**config.mk**
```make
export PLATFORM = sky130hd
export DESIGN_NAME = rat_io_responder_flat
export DESIGN_NICKNAME = d
export VERILOG_FILES = /design/src/rtl/rat_io_responder_if.sv /design/src/rtl/rat_io_responder.sv /design/src/flat_wrapper.sv
export SDC_FILE = /design/constraint.sdc
export NUM_CORES = 1
export LEC_CHECK = 0
export BUFFER_PORTS_ARGS = -buffer_cell sky130_fd_sc_hd__buf_2
export CORE_UTILIZATION = 40
export DETAILED_ROUTE_END_ITERATION = 6
export PLACE_DENSITY_LB_ADDON = 0.2
export REMOVE_ABC_BUFFERS = 1
export SLEW_MARGIN = 20
export SYNTH_ARGS = -nofsm -noshare
export SYNTH_HDL_FRONTEND = slang
export SYNTH_SLANG_ARGS = --single-unit
```
**constraint.sdc**
```tcl
create_clock -name RIO_CLK -period 1.7 [get_ports RIO_CLK]
set_input_delay 0.17 -clock RIO_CLK [delete_from_list [all_inputs] [get_ports RIO_CLK]]
set_output_delay 0.17 -clock RIO_CLK [all_outputs]
set_load 0.05 [all_outputs]
```
**src/rtl/rat_io_responder_if.sv**
```systemverilog
// CPU port bus between the control unit / register file and the I/O
// responder. master = CPU side, slave = responder side.
//   RIO_PORT_ID  : port address for IN/OUT
//   RIO_OUT_DATA : OUT write data
//   RIO_IO_STRB  : one-cycle OUT write strobe
//   RIO_IN_DATA  : IN read data back to the CPU
interface rat_io_responder_if;
    logic [7:0] RIO_PORT_ID;
    logic [7:0] RIO_OUT_DATA;
    logic       RIO_IO_STRB;
    logic [7:0] RIO_IN_DATA;

    modport master (
        output RIO_PORT_ID,
        output RIO_OUT_DATA,
        output RIO_IO_STRB,
        input  RIO_IN_DATA
    );

    modport slave (
        input  RIO_PORT_ID,
        input  RIO_OUT_DATA,
        input  RIO_IO_STRB,
        output RIO_IN_DATA
    );
endinterface

```
**src/rtl/rat_io_responder.sv**
```systemverilog
// RAT board I/O responder: synchronized switches, debounced buttons with
// a pending/mask interrupt controller, LED and seven-segment registers.
// Ports:
//   RIO_CLK, RIO_RST   : clock, async active-high reset
//   bus (slave)        : CPU port bus (id, out data, strobe, in data)
//   RIO_SWITCHES[7:0]  : async switches
//   RIO_BUTTONS[3:0]   : async bouncing buttons
//   RIO_LEDS[7:0]      : LED register      (OUT 0x40)
//   RIO_SSEG_VAL[7:0]  : 7-seg register    (OUT 0x81)
//   RIO_INT            : |(pending & mask)
// Read map: 0x20 switches, 0x24 buttons, 0x25 pending, 0x26 mask.
// Write map: 0x40 leds, 0x81 sseg, 0x26 mask, 0x25 pending W1C.
// Build option: define RIO_DEBOUNCE_EN to build the DB_CYCLES debouncers;
// otherwise each button bit is just re-registered after the synchronizer.
module rat_io_responder #(
    parameter int unsigned DB_CYCLES = 10000
) (
    input  logic               RIO_CLK,
    input  logic               RIO_RST,
    rat_io_responder_if.slave  bus,
    input  logic [7:0]         RIO_SWITCHES,
    input  logic [3:0]         RIO_BUTTONS,
    output logic [7:0]         RIO_LEDS,
    output logic [7:0]         RIO_SSEG_VAL,
    output logic               RIO_INT
);

    localparam logic [7:0] ID_SW   = 8'h20;
    localparam logic [7:0] ID_BTN  = 8'h24;
    localparam logic [7:0] ID_PEND = 8'h25;
    localparam logic [7:0] ID_MASK = 8'h26;
    localparam logic [7:0] ID_LEDS = 8'h40;
    localparam logic [7:0] ID_SSEG = 8'h81;

    logic [7:0] sw_s1, sw_s2;
    logic [3:0] btn_s1, btn_s2;
    logic [3:0] btn_db;
    logic [3:0] btn_db_q;
    logic [3:0] mask;
    logic [3:0] pending;
    logic [3:0] pend_set;
    logic [3:0] pend_clr;
    logic [3:0] pend_nxt;

    logic wr_leds, wr_sseg, wr_mask, wr_pend;

    // Two-flop synchronizers on all board inputs.
    always_ff @(posedge RIO_CLK or posedge RIO_RST) begin
        if (RIO_RST) begin
            sw_s1  <= '0;
            sw_s2  <= '0;
            btn_s1 <= '0;
            btn_s2 <= '0;
        end else begin
            sw_s1  <= RIO_SWITCHES;
            sw_s2  <= sw_s1;
            btn_s1 <= RIO_BUTTONS;
            btn_s2 <= btn_s1;
        end
    end

`ifdef RIO_DEBOUNCE_EN
    localparam logic [15:0] DB_LAST = 16'(DB_CYCLES - 1);

    logic [15:0] db_cnt [4];

    // A counter runs only while the synced input disagrees with the
    // debounced state; the DB_CYCLES-th disagreeing edge flips the state.
    always_ff @(posedge RIO_CLK or posedge RIO_RST) begin
        if (RIO_RST) begin
            btn_db <= '0;
            for (int i = 0; i < 4; i++) begin
                db_cnt[i] <= '0;
            end
        end else begin
            for (int i = 0; i < 4; i++) begin
                if (btn_s2[i] != btn_db[i]) begin
                    if (db_cnt[i] == DB_LAST) begin
                        btn_db[i] <= btn_s2[i];
                        db_cnt[i] <= '0;
                    end else begin
                        db_cnt[i] <= db_cnt[i] + 16'd1;
                    end
                end else begin
                    db_cnt[i] <= '0;
                end
            end
        end
    end
`else
    logic unused_db_cycles;
    assign unused_db_cycles = ^DB_CYCLES;

    always_ff @(posedge RIO_CLK or posedge RIO_RST) begin
        if (RIO_RST) begin
            btn_db <= '0;
        end else begin
            btn_db <= btn_s2;
        end
    end
`endif

    assign wr_leds = bus.RIO_IO_STRB && (bus.RIO_PORT_ID == ID_LEDS);
    assign wr_sseg = bus.RIO_IO_STRB && (bus.RIO_PORT_ID == ID_SSEG);
    assign wr_mask = bus.RIO_IO_STRB && (bus.RIO_PORT_ID == ID_MASK);
    assign wr_pend = bus.RIO_IO_STRB && (bus.RIO_PORT_ID == ID_PEND);

    // Rising edge of a debounced bit, seen one edge after it lands.
    assign pend_set = btn_db & ~btn_db_q;
    assign pend_clr = wr_pend ? bus.RIO_OUT_DATA[3:0] : 4'h0;

    // Set is ORed in after the clear so a colliding set wins.
    always_comb begin
        pend_nxt = (pending & ~pend_clr) | pend_set;
    end

    always_ff @(posedge RIO_CLK or posedge RIO_RST) begin
        if (RIO_RST) begin
            btn_db_q     <= '0;
            pending      <= '0;
            mask         <= '0;
            RIO_LEDS     <= '0;
            RIO_SSEG_VAL <= '0;
        end else begin
            btn_db_q <= btn_db;
            pending  <= pend_nxt;
            if (wr_mask) begin
                mask <= bus.RIO_OUT_DATA[3:0];
            end
            if (wr_leds) begin
                RIO_LEDS <= bus.RIO_OUT_DATA;
            end
            if (wr_sseg) begin
                RIO_SSEG_VAL <= bus.RIO_OUT_DATA;
            end
        end
    end

    assign RIO_INT = |(pending & mask);

    always_comb begin
        bus.RIO_IN_DATA = 8'h00;
        case (bus.RIO_PORT_ID)
            ID_SW:   bus.RIO_IN_DATA = sw_s2;
            ID_BTN:  bus.RIO_IN_DATA = {4'h0, btn_db};
            ID_PEND: bus.RIO_IN_DATA = {4'h0, pending};
            ID_MASK: bus.RIO_IN_DATA = {4'h0, mask};
            default: bus.RIO_IN_DATA = 8'h00;
        endcase
    end

endmodule

```
**src/flat_wrapper.sv**
```systemverilog
// flat-port wrapper written by rule: the top's interface ports become plain ports
module rat_io_responder_flat 
#(
    parameter int unsigned DB_CYCLES = 10000
)
  (RIO_CLK, RIO_RST, RIO_SWITCHES, RIO_BUTTONS, RIO_LEDS, RIO_SSEG_VAL, RIO_INT, bus_RIO_PORT_ID, bus_RIO_OUT_DATA, bus_RIO_IO_STRB, bus_RIO_IN_DATA);
  rat_io_responder_if bus_i ();
  input  logic RIO_CLK;
  input  logic RIO_RST;
  input  logic [7:0] RIO_SWITCHES;
  input  logic [3:0] RIO_BUTTONS;
  output logic [7:0] RIO_LEDS;
  output logic [7:0] RIO_SSEG_VAL;
  output logic RIO_INT;
  input wire logic [$bits(bus_i.RIO_PORT_ID)-1:0] bus_RIO_PORT_ID;
  input wire logic [$bits(bus_i.RIO_OUT_DATA)-1:0] bus_RIO_OUT_DATA;
  input wire logic [$bits(bus_i.RIO_IO_STRB)-1:0] bus_RIO_IO_STRB;
  output wire logic [$bits(bus_i.RIO_IN_DATA)-1:0] bus_RIO_IN_DATA;
  assign bus_i.RIO_PORT_ID = bus_RIO_PORT_ID;
  assign bus_i.RIO_OUT_DATA = bus_RIO_OUT_DATA;
  assign bus_i.RIO_IO_STRB = bus_RIO_IO_STRB;
  assign bus_RIO_IN_DATA = bus_i.RIO_IN_DATA;
  rat_io_responder #(.DB_CYCLES(DB_CYCLES)) u_core (.RIO_CLK(RIO_CLK), .RIO_RST(RIO_RST), .bus(bus_i), .RIO_SWITCHES(RIO_SWITCHES), .RIO_BUTTONS(RIO_BUTTONS), .RIO_LEDS(RIO_LEDS), .RIO_SSEG_VAL(RIO_SSEG_VAL), .RIO_INT(RIO_INT));
endmodule
```
==> results.sh, run 1 <==
export IMPL_outcome="finished, final reports clean"
export IMPL_die_h_um=74.10
export IMPL_ys_seq_elements=56
export IMPL_rr_startpoint="u_core.mask[3]$_DFFE_PP0P_"
export IMPL_numCtsBuffers=5
export IMPL_first_pass_iters=4
export IMPL_grt_max_degree=57
export IMPL_via_count=1336
export IMPL_crit_start="bus_RIO_PORT_ID[4]"
export IMPL_leakage_nw=1.396
export IMPL_setup_violations_final=0
export IMPL_grt_usage_pct=15.35
export IMPL_critPathArrivalTime_ps=1400
export IMPL_clock_path_buffers=2
export IMPL_avgSynthCellArea_um2=15.52
export IMPL_pwr_density_cell_mw_per_mm2=901.3
export IMPL_ys_top_cells_by_count="56 x dfrtp_1, 19 x mux2_2, 13 x inv_1"
export IMPL_drive_above_1_share_pct=44.08
export IMPL_cts_tree="done"
export IMPL_clock_sinks=56
export IMPL_cts_root_buffer="clkbuf_8"
export IMPL_yosysTopAreaCell="dfrtp_1"
export IMPL_globalplace_congestion=0.7667
export IMPL_antenna_found_initial=0
export IMPL_stdcell_area_mm2=0.002690
export IMPL_synth_area_mm2=0.002079
export IMPL_ioPinCount=56
export IMPL_seq_area_frac_synth_pct=67.39
export IMPL_overflow=0
export IMPL_start_kind="input pin"
export IMPL_antenna_left=0
export IMPL_drt_vias_per_instance=4.806
export IMPL_yosysMostFrequentCell="dfrtp_1"
export IMPL_drc_errors=0
export IMPL_dpl_hpwl_um=2805
export IMPL_antennaDiodeCount=0
export IMPL_finalPower_mw=2.425
export IMPL_grt_pass1_vias=1355
export IMPL_grt_pass1_wl_um=6216
export IMPL_die_area_mm2=0.005491
export IMPL_nFillCells=403
export IMPL_final_nets=242
export IMPL_ir_drop_uv=543.4
export IMPL_worstSetupEndpointType="primary output"
export IMPL_holdWs_ps=107.1
export IMPL_rsz0062_at_grt="false"
export IMPL_skew_ps=1.591
export IMPL_hold_viol=0
export IMPL_postCtsSetupRepairBufs=0
export IMPL_postSynthCellCount=134
export IMPL_start_util_pct=42.89
export IMPL_drtIter0Drc=28
export IMPL_slew_viol_final=0
export IMPL_maxCapViolations=0
export IMPL_final_util_pct=55.48
export IMPL_cp_required_ps=1530
export IMPL_max_freq_mhz=636.6
export IMPL_max_slew_margin_pct=76.57
export IMPL_rows=25
export IMPL_core_area_mm2=0.004848
export IMPL_timing_final_crit_share_pct=92.41
export IMPL_hold_depth=2
export IMPL_synth_edf_count=0
export IMPL_yosys_warnings=0
export IMPL_yosys_area_top_type_share_pct=67.39
export IMPL_die_x_um=74.10
export IMPL_insertion_delay_ps=300
export IMPL_wl_per_cell_um=14.23
export IMPL_worst_r2r_cell_count=1
export IMPL_r2r_end="u_core.mask[3]$_DFFE_PP0P_"
export IMPL_synth_area_leaders="dfrtp_1 67%, mux2_2 10%, inv_1 2.3%"
export IMPL_final_min_clock_period_ps=1571
export IMPL_synthArstFlopShare_pct=100.0
export IMPL_hp_start="bus_RIO_OUT_DATA[6]"
export IMPL_totalWireLength_um=3956
export IMPL_placed_area_mm2=0.002469
export IMPL_clk_pin_slew_ps=90
export IMPL_hp_class="in2reg"
export IMPL_htree_levels=2
export IMPL_synth_distinct_cells=29
export IMPL_path_max_fanout=4
export IMPL_rrSetupSlack_ps=910
export IMPL_critPathKind="in2out"
export IMPL_synth_main_ff_cell="dfrtp_1"
export IMPL_syn_to_final_growth_pct=29.36
export IMPL_hold_end="u_core.RIO_LEDS[6]$_DFFE_PP0P_"
export IMPL_tightest_slew_ps=350.1
export IMPL_io_buffers=55
==> flip-flops by register name, indices dropped and copies added (netlist names), 8 cells and up <==
| signal | count |
|---|---|
| u_core.RIO_SSEG_VAL | 8 |
| u_core.sw_s2 | 8 |
| u_core.sw_s1 | 8 |
| u_core.RIO_LEDS | 8 |
==> worst max-delay path, cell delays in order <==
cell and delay, ps:
buf_2 140, nor4b_4 290, nand4_1 240, o221ai_1 250
buf_2 300
==> where the power goes <==
| group | internal, mW | switching, mW | total, mW |
|---|---|---|---|
| sequential | 1.39 | 0.0237 | 1.42 |
| clock | 0.325 | 0.397 | 0.722 |
| combinational | 0.105 | 0.182 | 0.287 |
==> how the worst max path moves through the flow <==
stage,to,slack [ps]
after global placement,bus_RIO_IN_DATA[1],170
after detailed placement,bus_RIO_IN_DATA[1],130
final,bus_RIO_IN_DATA[0],130
after CTS,bus_RIO_IN_DATA[1],120
after floorplan,bus_RIO_IN_DATA[4],-330
after global routing,bus_RIO_IN_DATA[0],20
==> metal layers <==
layer  up-vias  global-route usage, %  share of wire, %
li1        632                      -                 -
met1       659                  19.19                43
met2        40                  25.56                51
met3         5                  4.607               4.7
met4         0                  5.128               1.5
met5         -                      0                 0
==> layout make-up <==
type	instances	area, µm²	share of cell area (%)
Clock buffer	6	82.58	3.070
Clock inverter	1	8.758	0.3256
Inverter	13	48.80	1.814
Multi-Input combinational cell	64	624.3	23.21
Sequential cell	56	1401	52.09
Tap cell	67	83.83	3.116
Timing Repair Buffer	71	440.4	16.37
==> metrics by stage <==
stage	std cells	setup WS, ps	setup TNS, ps
2_1_floorplan	133	-329.7	-1393
3_3_place_gp	258	171.6	0
3_5_place_dp	258	127.7	0
4_1_cts	278	122.0	0
5_1_grt	278	22.06	0
6_report	278	129.1	0
==> kinds of logic after synthesis <==
group,count (synthesis),share of synthesized area [%]
AO/OA/AOI/OAI,10,3.610
buffers and inverters,14,2.587
flip-flops,56,67.39
multiplexers,24,12.76
AND/OR/NAND/NOR,30,13.66
==> cells in the final DEF (no fill, tap or decap), types with 2 or more instances in the layout <==
cell           count
dfrtp_1           56
buf_2             55
mux2_2            19
dlygate4sd3_1     13
inv_1             12
clkbuf_8           6
mux2i_1            4
nand3_1            4
o221ai_1           4
nor3b_1            4
nor4_1             4
o22ai_1            4
nor2_1             2
a22oi_1            2
buf_4              2
==> what timing repair did <==
action                    4_1_cts  5_1_grt
hold endpoints to repair       68        0
resized for setup               0        0
hold buffers                   13        0
No activity file was read; power rests on OpenSTA's default activity.
==> run 2, diff against run 1 <==
==> constraint.sdc (replaced) <==
create_clock -name RIO_CLK -period 1.7 [get_ports RIO_CLK]
set_input_delay 0.51 -clock RIO_CLK [delete_from_list [all_inputs] [get_ports RIO_CLK]]
set_output_delay 0.51 -clock RIO_CLK [all_outputs]
set_load 0.05 [all_outputs]
==> results.sh, run 2 (synthesis results as in run 1) <==
export IMPL_tightest_slew_ps=333.1
export IMPL_layout_commonest_cell="dfrtp_1"
export IMPL_clock_path_buffers=2
export IMPL_start_util_pct=42.89
export IMPL_grt_pass1_wl_um=6417
export IMPL_violations="setup timing"
export IMPL_globalplace_congestion=0.7554
export IMPL_timing_final_crit_share_pct=126.8
export IMPL_worst_path_largest_cell_delay_ps=290
export IMPL_insertion_delay_ps=300
export IMPL_core_area_mm2=0.004848
export IMPL_rows=25
export IMPL_outcome="finished with violations"
export IMPL_setup_violations_final=8
export IMPL_netSwitchingPower_mw=0.5926
export IMPL_hp_class="in2async"
export IMPL_die_h_um=74.10
export IMPL_antenna_found_initial=0
export IMPL_maxCapViolations=0
export IMPL_cts_tree="done"
export IMPL_critPathArrivalTime_ps=1650
export IMPL_drc_errors=0
export IMPL_syn_to_final_growth_pct=31.83
export IMPL_cts_root_buffer="clkbuf_8"
export IMPL_grt_max_degree=43
export IMPL_first_pass_iters=4
export IMPL_leakage_nw=1.422
export IMPL_hold_viol=0
export IMPL_start_kind="input pin"
export IMPL_rsz0062_at_grt="true"
export IMPL_cts_hold_buf=0
export IMPL_pwr_density_cell_mw_per_mm2=883.9
export IMPL_intPower_mw=1.830
export IMPL_die_x_um=74.10
export IMPL_totalWireLength_um=4072
export IMPL_final_cell_mix="56 x dfrtp_1, 43 x buf_2, 19 x mux2_2"
export IMPL_final_instance_count_excl_fill=276
export IMPL_drtIter0Drc=46
export IMPL_antennaDiodeCount=0
export IMPL_grt_pass1_vias=1361
export IMPL_overflow=0
export IMPL_dpl_hpwl_um=3072
export IMPL_critPathKind="in2out"
export IMPL_final_nets=240
export IMPL_drt_vias_per_instance=4.779
export IMPL_ir_drop_uv=634.0
export IMPL_max_slew_margin_pct=77.76
export IMPL_slew_viol_final=0
export IMPL_htree_levels=2
export IMPL_dp_cells=266
export IMPL_wl_per_cell_um=14.75
export IMPL_pwr_share_comb_pct=12.3
export IMPL_die_area_mm2=0.005491
export IMPL_path_max_fanout=4
export IMPL_clock_sinks=56
export IMPL_final_min_clock_period_ps=2156
export IMPL_final_util_pct=56.54
export IMPL_skew_ps=7.219
export IMPL_cp_required_ps=1190
export IMPL_share_seq_of_total_power_pct=58.5
export IMPL_grt_usage_pct=16.04
export IMPL_clk_pin_slew_ps=90
export IMPL_via_count=1319
export IMPL_drive_above_1_share_pct=52.15
export IMPL_nFillCells=405
export IMPL_worstSetupEndpointType="primary output"
export IMPL_max_freq_mhz=463.7
export IMPL_io_buffers=55
export IMPL_ioPinCount=56
export IMPL_sw_frac_of_total_pct=24.46
export IMPL_antenna_left=0
export IMPL_layout_setup_ws_ps=-456.4
export IMPL_crit_chain="buf_8 -> nor4b_4 -> nand4_1 -> o221ai_1 -> buf_4"
export IMPL_slowest_stage="nor4b_4"
export IMPL_clkPwrFrac_pct=29.2
export IMPL_numCtsBuffers=5
==> run 2: changes by cell type in the layout (fill, tap and decap cells not counted), sizes merged <==
| cell | before | now |
|---|---|---|
| dlygate4sd3 | 13 | 0 |
| buf | 58 | 69 |
==> run 2: path summary, 6_finish.rpt <==
kind	start	endpoint	slack, ps	cells past startpoint
worst min register to register	u_core.sw_s1[3]$_DFF_PP0_	u_core.sw_s2[3]$_DFF_PP0_	350	0
worst max register to register	u_core.mask[3]$_DFFE_PP0P_	u_core.mask[3]$_DFFE_PP0P_	900	1
max in group asynchronous	RIO_RST	u_core.mask[3]$_DFFE_PP0P_	1030	3
min in group RIO_CLK	RIO_SWITCHES[4]	u_core.sw_s1[4]$_DFF_PP0_	310	1
worst max-delay path	bus_RIO_PORT_ID[6]	bus_RIO_IN_DATA[0]	-460	5
worst min-delay path	RIO_RST	u_core.RIO_LEDS[5]$_DFFE_PP0P_	160	2
==> run 2: power groups by stage <==
stage | clock, mW | sequential, mW | combinational, mW
after global placement | 0 | 1.44 | 0.273
after global routing | 0.787 | 1.43 | 0.321
after floorplan | 0 | 1.50 | 0.0957
final | 0.707 | 1.42 | 0.299
after detailed placement | 0 | 1.44 | 0.281
after CTS | 0.735 | 1.42 | 0.302
==> run 2: final cells by class <==
cell class	instances	area, µm²	share of cell area (%)
clock buffers	6	82.58	3.012
clock inverters	1	8.758	0.3195
inverters	13	48.80	1.780
multi-input cells	64	655.6	23.92
flip-flops and latches	56	1401	51.12
well taps	67	83.83	3.058
repair buffers	69	460.4	16.80
==> run 2: stage by stage <==
step / instance area (µm²) / power [mW] / TNS [ps] / worst slack, ps / hold slack [ps]
after floorplan: 2074 / 1.598 / -16980 / -1010 / 331.2
after global placement: 2529 / 1.713 / -4306 / -507.3 / 332.2
after detailed placement: 2529 / 1.726 / -5425 / -571.1 / 334.7
after CTS: 2715 / 2.455 / -3041 / -449.7 / 156.1
after global routing: 2741 / 2.533 / -3451 / -520.4 / 179.6
final: 2741 / 2.423 / -2948 / -456.4 / 156.1
==> run 2: what timing repair did <==
item	4_1_cts	5_1_grt
gates resized for setup	22	6
setup buffers	3	0
pin swaps	7	6
endpoints found under the setup margin	9	9
==> run 2: per-layer routing <==
| metal | wire length, µm | GRT usage [%] |
|---|---|---|
| met1 | 1716 | 20.58 |
| met2 | 2127 | 27.07 |
| met3 | 172 | 2.846 |
| met4 | 56 | 6.410 |
| met5 | 0 | 0 |
==> run 2: worst max-delay path, delay by kind of cell <==
kind,cells,cell delay (ps)
compound gates,1,260
buf+inv,2,340
simple gates,2,530
